$ cat config.mk
export PLATFORM = sky130hd
export DESIGN_NAME = sb_tsm_d2
export DESIGN_NICKNAME = d
export VERILOG_FILES = /design/src/rtl/sb_tsm_d2.sv
export SDC_FILE = /design/constraint.sdc
export NUM_CORES = 1
export LEC_CHECK = 0
export ABC_AREA = 1
export CORE_MARGIN = 1.5
export CORE_UTILIZATION = 55
export DETAILED_ROUTE_END_ITERATION = 6
export PLACE_DENSITY = 0.79
export SYNTH_ARGS = -nofsm -noshare
export SYNTH_HDL_FRONTEND = slang
export SYNTH_SLANG_ARGS = --single-unit
$ cat constraint.sdc
create_clock -name clk -period 3.8 [get_ports clk]
set_clock_uncertainty 0.2 [all_clocks]
set_input_delay 0.38 -clock clk [delete_from_list [all_inputs] [get_ports clk]]
set_output_delay 0.38 -clock clk [all_outputs]
set_load 0.005 [all_outputs]
$ cat src/rtl/sb_tsm_d2.sv
// rtl/sb_tsm_d2.sv - second-order masked PRINCE S-box, 3 shares, DOM-indep, 3-stage pipeline
//
// Computes S(x) = {B,F,3,2,A,C,9,1,6,7,8,0,E,5,D,4}[x] on three Boolean shares
// (x = inp_sh0 ^ inp_sh1 ^ inp_sh2) through its algebraic normal form:
//   y0 = 1 ^ x2 ^ x3 ^ x0x1 ^ x1x2 ^ x0x3 ^ x2x3 ^ x0x1x2
//   y1 = 1 ^ x0x2 ^ x1x2 ^ x1x3 ^ x0x1x2 ^ x1x2x3
//   y2 = x0 ^ x3 ^ x0x1 ^ x0x3 ^ x1x3 ^ x0x1x3 ^ x1x2x3
//   y3 = 1 ^ x1 ^ x3 ^ x1x2 ^ x2x3 ^ x0x1x2 ^ x0x1x3 ^ x0x2x3
// Latency 3 clocks, one new input per clock, 54 fresh random bits per clock.
//
// Ports:
//   clk                      rising-edge clock
//   rst                      synchronous active-high reset, clears all pipeline state
//   PRNG[53:0]               fresh randomness, new value every cycle
//   inp_sh0/1/2[3:0]         input shares
//   F_sh0/1/2[3:0]           registered output shares, XOR equals S(x)
//
// Build option: SB_OUT_REFRESH_EN adds a final share refresh from PRNG[53:46].

module sb_tsm_d2 (
  input  logic        clk,
  input  logic        rst,
  input  logic [53:0] PRNG,
  input  logic [3:0]  inp_sh0,
  input  logic [3:0]  inp_sh1,
  input  logic [3:0]  inp_sh2,
  output logic [3:0]  F_sh0,
  output logic [3:0]  F_sh1,
  output logic [3:0]  F_sh2
);

  // DOM-indep product terms, z[3*i+j] belongs to domain i.
  // r[0], r[1], r[2] blind the cross pairs (0,1), (0,2), (1,2).
  function automatic logic [8:0] dom_terms(input logic [2:0] a, input logic [2:0] b,
                                           input logic [2:0] r);
    logic [8:0] z;
    z[0] = a[0] & b[0];
    z[1] = (a[0] & b[1]) ^ r[0];
    z[2] = (a[0] & b[2]) ^ r[1];
    z[3] = (a[1] & b[0]) ^ r[0];
    z[4] = a[1] & b[1];
    z[5] = (a[1] & b[2]) ^ r[2];
    z[6] = (a[2] & b[0]) ^ r[1];
    z[7] = (a[2] & b[1]) ^ r[2];
    z[8] = a[2] & b[2];
    return z;
  endfunction

  // Compression only ever runs on registered terms, so no glitch mixes domains.
  function automatic logic [2:0] dom_compress(input logic [8:0] z);
    return {z[6] ^ z[7] ^ z[8], z[3] ^ z[4] ^ z[5], z[0] ^ z[1] ^ z[2]};
  endfunction

  function automatic logic [2:0] refresh3(input logic [2:0] v, input logic a, input logic b);
    return {v[2] ^ a ^ b, v[1] ^ b, v[0] ^ a};
  endfunction

  // Quadratic gadget k: 0:x0x1 1:x0x2 2:x0x3 3:x1x2 4:x1x3 5:x2x3
  function automatic logic [1:0] pair_a(input int k);
    case (k)
      0, 1, 2: return 2'd0;
      3, 4:    return 2'd1;
      default: return 2'd2;
    endcase
  endfunction

  function automatic logic [1:0] pair_b(input int k);
    case (k)
      0:       return 2'd1;
      1, 3:    return 2'd2;
      default: return 2'd3;
    endcase
  endfunction

  // Shares regrouped per bit: x_in[i] = {sh2[i], sh1[i], sh0[i]}
  logic [2:0] x_in [4];

  // Stage 1 state
  logic [8:0] g1_q   [6];
  logic [2:0] lin1_q [4];
  logic       v1_q;

  // Stage 2 state
  logic [2:0] quad2_q [6];
  logic [8:0] cub2_q  [4];
  logic [2:0] lin2_q  [4];
  logic       v2_q;

  // Combinational next-state
  logic [8:0] g1_d   [6];
  logic [2:0] lin1_d [4];
  logic [2:0] q_cmp  [6];
  logic [2:0] q_ref  [6];
  logic [8:0] cub2_d [4];
  logic [2:0] c_cmp  [4];
  logic [3:0] y_sh   [3];
  logic [3:0] y_out  [3];
  logic [3:0] ref_a;
  logic [3:0] ref_b;

  always_comb begin
    for (int i = 0; i < 4; i++) begin
      x_in[i] = {inp_sh2[i], inp_sh1[i], inp_sh0[i]};
    end
  end

  // Stage 1: quadratic DOM gadgets and refreshed linear shares
  always_comb begin
    for (int k = 0; k < 6; k++) begin
      g1_d[k] = dom_terms(x_in[pair_a(k)], x_in[pair_b(k)], PRNG[3*k +: 3]);
    end
    for (int i = 0; i < 4; i++) begin
      lin1_d[i] = refresh3(x_in[i], PRNG[18 + 2*i], PRNG[19 + 2*i]);
    end
  end

  // Stage 2: compress quadratics, refresh the four that feed cubic gadgets,
  // then multiply by the delayed linear shares
  always_comb begin
    for (int k = 0; k < 6; k++) begin
      q_cmp[k] = dom_compress(g1_q[k]);
    end
    q_ref[0] = refresh3(q_cmp[0], PRNG[26], PRNG[27]);
    q_ref[1] = refresh3(q_cmp[1], PRNG[28], PRNG[29]);
    q_ref[2] = q_cmp[2];
    q_ref[3] = refresh3(q_cmp[3], PRNG[30], PRNG[31]);
    q_ref[4] = refresh3(q_cmp[4], PRNG[32], PRNG[33]);
    q_ref[5] = q_cmp[5];
    cub2_d[0] = dom_terms(q_ref[0], lin1_q[2], PRNG[36:34]);  // x0x1x2
    cub2_d[1] = dom_terms(q_ref[0], lin1_q[3], PRNG[39:37]);  // x0x1x3
    cub2_d[2] = dom_terms(q_ref[1], lin1_q[3], PRNG[42:40]);  // x0x2x3
    cub2_d[3] = dom_terms(q_ref[3], lin1_q[3], PRNG[45:43]);  // x1x2x3
  end

  // Stage 3: per-domain ANF sums; the constant 0xB lands in domain 0 only
  always_comb begin
    for (int j = 0; j < 4; j++) begin
      c_cmp[j] = dom_compress(cub2_q[j]);
    end
    for (int d = 0; d < 3; d++) begin
      y_sh[d][0] = lin2_q[2][d] ^ lin2_q[3][d] ^ quad2_q[0][d] ^ quad2_q[3][d]
                 ^ quad2_q[2][d] ^ quad2_q[5][d] ^ c_cmp[0][d];
      y_sh[d][1] = quad2_q[1][d] ^ quad2_q[3][d] ^ quad2_q[4][d]
                 ^ c_cmp[0][d] ^ c_cmp[3][d];
      y_sh[d][2] = lin2_q[0][d] ^ lin2_q[3][d] ^ quad2_q[0][d] ^ quad2_q[2][d]
                 ^ quad2_q[4][d] ^ c_cmp[1][d] ^ c_cmp[3][d];
      y_sh[d][3] = lin2_q[1][d] ^ lin2_q[3][d] ^ quad2_q[3][d] ^ quad2_q[5][d]
                 ^ c_cmp[0][d] ^ c_cmp[1][d] ^ c_cmp[2][d];
    end
  end

`ifdef SB_OUT_REFRESH_EN
  always_comb begin
    for (int i = 0; i < 4; i++) begin
      ref_a[i] = PRNG[46 + 2*i];
      ref_b[i] = PRNG[47 + 2*i];
    end
  end
`else
  logic unused_prng_hi;
  assign unused_prng_hi = ^PRNG[53:46];
  assign ref_a = 4'h0;
  assign ref_b = 4'h0;
`endif

  always_comb begin
    y_out[0] = y_sh[0] ^ 4'hB ^ ref_a;
    y_out[1] = y_sh[1] ^ ref_b;
    y_out[2] = y_sh[2] ^ ref_a ^ ref_b;
  end

  // The valid bits keep the outputs at zero until real data reaches stage 3;
  // otherwise the cleared pipeline would present S(0)=0xB right after reset.
  always_ff @(posedge clk) begin
    if (rst) begin
      for (int k = 0; k < 6; k++) begin
        g1_q[k]    <= '0;
        quad2_q[k] <= '0;
      end
      for (int i = 0; i < 4; i++) begin
        lin1_q[i] <= '0;
        lin2_q[i] <= '0;
        cub2_q[i] <= '0;
      end
      v1_q  <= 1'b0;
      v2_q  <= 1'b0;
      F_sh0 <= '0;
      F_sh1 <= '0;
      F_sh2 <= '0;
    end else begin
      for (int k = 0; k < 6; k++) begin
        g1_q[k]    <= g1_d[k];
        quad2_q[k] <= q_ref[k];
      end
      for (int i = 0; i < 4; i++) begin
        lin1_q[i] <= lin1_d[i];
        lin2_q[i] <= lin1_q[i];
        cub2_q[i] <= cub2_d[i];
      end
      v1_q <= 1'b1;
      v2_q <= v1_q;
      if (v2_q) begin
        F_sh0 <= y_out[0];
        F_sh1 <= y_out[1];
        F_sh2 <= y_out[2];
      end else begin
        F_sh0 <= '0;
        F_sh1 <= '0;
        F_sh2 <= '0;
      end
    end
  end

endmodule

## Word-level counts from Yosys, hierarchy flattened

Memories as Yosys holds them, arrays and structs flattened.
Index checks and enable logic that the tools add are counted.

| cells by class | value |
|---|---|
| mux-type cells | 27 |
| bitwise operators | 334 |
| reductions and logical operators | 1 |

Operators by type and width:

| operator | number |
|---|---|
| $xor 1x1->1 | 218 |
| $and 1x1->1 | 90 |
| $mux 9 | 10 |
| $mux 3 | 14 |
| $or 1x1->1 | 24 |
| $mux 1 | 3 |
| $not 3->3 | 1 |
| $reduce_or 2->1 | 1 |
| $not 1->1 | 1 |

| storage, ports and cells | value |
|---|---|
| register bits | 14 |
| bits in writable memories | 132 |
| bits of input ports | 68 |
| output and inout port bits | 12 |
| logic and storage cells | 372 |
| memories kept | 5 |

Memories:

| name | depth | width | read ports | clocked after memory_dff | wr ports | RTL line | text |
|---|---|---|---|---|---|---|---|
| g1_q | 6 | 9 | 6 | 0 | 6 | 79 | `logic [8:0] g1_q [6];` |
| cub2_q | 4 | 9 | 4 | 0 | 4 | 85 | `logic [8:0] cub2_q [4];` |
| quad2_q | 6 | 3 | 6 | 0 | 6 | 84 | `logic [2:0] quad2_q [6];` |
| lin1_q | 4 | 3 | 4 | 0 | 4 | 80 | `logic [2:0] lin1_q [4];` |
| lin2_q | 4 | 3 | 4 | 0 | 4 | 86 | `logic [2:0] lin2_q [4];` |

## Longest topological paths before layout

An unclocked memory read counts as a cell.

| logic depth | value |
|---|---|
| depth in word-level cells | 8 |
| mapped depth | 11 |
| gate-level depth less buffers | 11 |

## Worst setup path after synthesis

OpenSTA, ideal clock, no wires.

| timing | value |
|---|---|
| path type | input-to-reg |
| start | input port PRNG[26] |
| end | memory cub2_q[1][2] |
| setup time | 0.115 ns |
| arrival | 1.023 ns |
| data required time | 3.485 ns |
| path slack | 2.462 ns |
| stages on the path | 5 |
| path buffers | 0 |
| path through | xor2_1 -> xnor2_2 -> nand3_1 -> nand2_1 -> nor2_1 |

RTL lines:

| what | RTL line | text |
|---|---|---|
| from (decl) | 23 | `input logic [53:0] PRNG,` |
| to (decl) | 85 |  |

## Final worst setup path

| timing | value |
|---|---|
| start | register F_sh0[1] |
| end | output port F_sh0[1] |

RTL lines:

| what | RTL line | text |
|---|---|---|
| from (decl) | 27 | `output logic [3:0] F_sh0,` |
| from (signal assigned) | 203 | `F_sh0 <= y_out[0];` |

No word-level cell between the ends.

==> run summary <==
* result of the run: finished, final reports clean
* post-route total power: 4.189 mW
* PostCTS Resize Cnt: 0
* multi-input combinational cell area: 3192 um2
* Die Span Y: 113.9 um
* type of the most critical hold path: register to register
* Core Box Area: 12010 um2
* r2r setup slk: 2220 ps
* vias in the first global route: 5623
* final cycle utilization of the critical path: 47.80%
* drt initial violations: 464
* number of distinct library cells after synthesis: 19
* Crit path arrival time: 1240 ps
* net count after synthesis: 1062
* detail-routed net length per standard cell: 13.23 um
* headroom to the max-slew limit: 43.23%
* register bit total from synthesis: 146
* final weighted congestion in routability-driven placement: 0.9022
* met1 track demand over resource in global routing: 32.02%
* starting density of the core: 56.27%
* minimum clock period after layout: 1816 ps
* Max Fclk: 550.5 MHz
* met3 track demand over resource in global routing: 5.792%
* standard cell with the maximum stage delay on the critical path: sky130_fd_sc_hd__clkdlybuf4s50_1
* clock tree root driver cell: sky130_fd_sc_hd__clkbuf_16
* remaining antenna violation count after routing: 0
* largest fanout of any net on the critical path: 1
* yosys warns: 0
* Area growth, synth to finish: 20.57%
* max-slew violation total from the final report: 0
* Most Crowded Layer GR: met2
* core occupancy in the finished layout: 67.84%
* first-pass GRT wire length: 25850 um
* Synth top cells by count: sky130_fd_sc_hd__nand2_1 (288), sky130_fd_sc_hd__dfxtp_1 (146), sky130_fd_sc_hd__inv_1 (137)
* stage delay of the slowest cell on the critical path: 490 ps
* leakage: 3.868 nW
* Post-layout nets: 1126
* total number of vias: 6339
* FF/Latch Area: 2923 um2
* startpoint of the tightest hold check path: lin1_q[0][2]
* Gate Count Post-Synth: 994
* top-area cell type share of the netlist area: 43.24%
* clock tree from TritonCTS: yes
* sort of element at the end of the critical path: output pin
* number of sinks on the clock net: 146
* final global-route overflow total: 0
* crit path launch: F_sh0[1]
* length of the first detailed-routing pass in iterations: 5
* P per Cell Area: 514.0 nW/um2
* peak supply drop: 0.0003311 V
* library cell with the highest instance count after synthesis: sky130_fd_sc_hd__nand2_1
* number of inserted filler cells in the final layout: 1014
* leading area contributor after synthesis: sky130_fd_sc_hd__dfxtp_1
* pin count of the biggest net entering global routing: 83
* buffers added on ports: 71
* number of setup buffers added after CTS: 0
* count of max-cap constraint violations: 0
* maximum count of clock buffers along a single path: 2
* Critical R2R Capture: cub2_q[0][3]
* Async S/R FF share, synth: 0%
* setup_tns: 0 ps
* total wirelength of the detailed-routed design: 16100 um
* startpoint type of the worst setup path: register
* number of buffers created by CTS: 17
* total global-route track usage: 26.05%
* Clock Latency Late Sink: 430 ps
* post-cts hold buffer count: 0
* Top delay family on crit path: buffers and inverters
* Final Setup Violations: 0
* launch instance of the worst register-to-register path: g1_q[0][3]
* Hold Path End: lin2_q[0][2]
* setup repair after global routing missed its margin: false
* fraction of final layout cells sized beyond drive strength 1: 3.738%
* clock-pin slew reported for the worst setup and hold paths after clock tree synthesis: 60 ps
* number of synthesized flops with an enable pin: 0
* R2R cell count: 4
* Hold Violations, Final: 0
* most used flip-flop cell after synthesis: sky130_fd_sc_hd__dfxtp_1
* die width: 113.9 um
* cell-by-cell listing of the critical path: clkdlybuf4s50_1
* number of I/O pins: 80
* Post-Syn Area per Cell: 6.800 um2
* sequential fraction of the synthesis area: 43.24%
* largest cells by area after synthesis: sky130_fd_sc_hd__dfxtp_1 (43%), sky130_fd_sc_hd__nand2_1 (16%), sky130_fd_sc_hd__nand3_1 (8.0%)
* number of cells on the worst hold path: 2
* H-tree level count: 4
* number of diodes: 0
* Netlist Area Pre-Place: 6759 um2
* placed wire-length estimate after detailed placement: 11450 um
* number of vias per cell after detailed routing: 5.209
* endpoint required time on the critical path: 3220 ps
* number of placement rows: 40
* M2 GR Usage: 43.98%
* transition time of the tightest slew-check pin: 851.6 ps
* crit path kind: register to output pin
* DRC violation count after routing: 0
* number of antenna violations at the first check in global routing: 0
* Die Area: 12960 um2
* Buf/Inv on CP: 1
[tightest hold or removal path, delay by kind of cell (launching register included)]
family | cells | cell delay [ps]
and+or+nand+nor | 1 | 30
DFF | 1 | 290
buffers and inverters | 1 | 40
[through the flow]
stage	worst slack [ps]	instance area [um2]	std cells	hold WS, ps
6_report	1984	8149	1217	201.6
4_1_cts	1965	8149	1217	198.8
5_1_grt	1924	8149	1217	220.7
2_1_floorplan	2462	6759	994	188.3
3_5_place_dp	1654	7541	1186	192.0
3_3_place_gp	1678	7541	1186	189.6
[sequential cells by signal (all words and copies together) (netlist names), 4 cells and up]
signal / cells
g1_q: 54
cub2_q: 36
quad2_q: 18
lin1_q: 12
lin2_q: 12
F_sh0: 4
F_sh1: 4
F_sh2: 4
[routing by layer]
| metal | routed length, um | vias to the layer above |
|---|---|---|
| li1 | - | 3233 |
| met1 | 6703 | 2807 |
| met5 | 0 | - |
| met2 | 7670 | 252 |
| met4 | 491 | 0 |
| met3 | 1237 | 47 |
[cell usage in the layout (no fill, tap or decap), drive strengths merged, types with 21 or more instances in the layout]
cell type      synthesis  layout
dfxtp                146     146
clkdlybuf4s50          0      70
o21ai                 46      46
a21oi                 72      72
inv                  138     138
xor2                  21      21
nor2                  80      80
nand2                288     288
xnor2                 33      33
nand3                108     108
[cells by family (layout without fill, tap and decap cells)]
family                 count (synthesis)  after routing  share of synthesized area, %
buffers and inverters                167            243                         9.533
AND/OR/NAND/NOR                      509            509                         31.27
XOR/XNOR                              54             54                         7.220
AO/OA/AOI/OAI                        118            118                         8.738
flip-flops                           146            146                         43.24
[report_power, final]
part           total (mW)  leakage (nW)  internal, mW  switching, mW
Combinational       0.731          2.36         0.292          0.439
Clock                1.74         0.299          1.11          0.632
Sequential           1.72          1.21          1.65         0.0747
[cell type report]
type / instances / share of cell area (%)
Tap cell: 147 / 2.257
Timing Repair Buffer: 73 / 8.844
Inverter: 139 / 6.403
Multi-Input combinational cell: 681 / 39.17
Clock inverter: 11 / 1.981
Sequential cell: 146 / 35.87
Clock buffer: 20 / 5.481
[how the worst max path moves through the flow]
stage | slack [ps] | depth (start not counted) | to
after detailed placement | 1650 | 6 | cub2_q[2][3]
after global routing | 1920 | 6 | cub2_q[2][3]
after CTS | 1970 | 1 | F_sh0[1]
after global placement | 1680 | 5 | cub2_q[0][4]
after floorplan | 2460 | 5 | cub2_q[1][2]
final | 1980 | 1 | F_sh0[1]
Power figures use the tool's default switching activity.
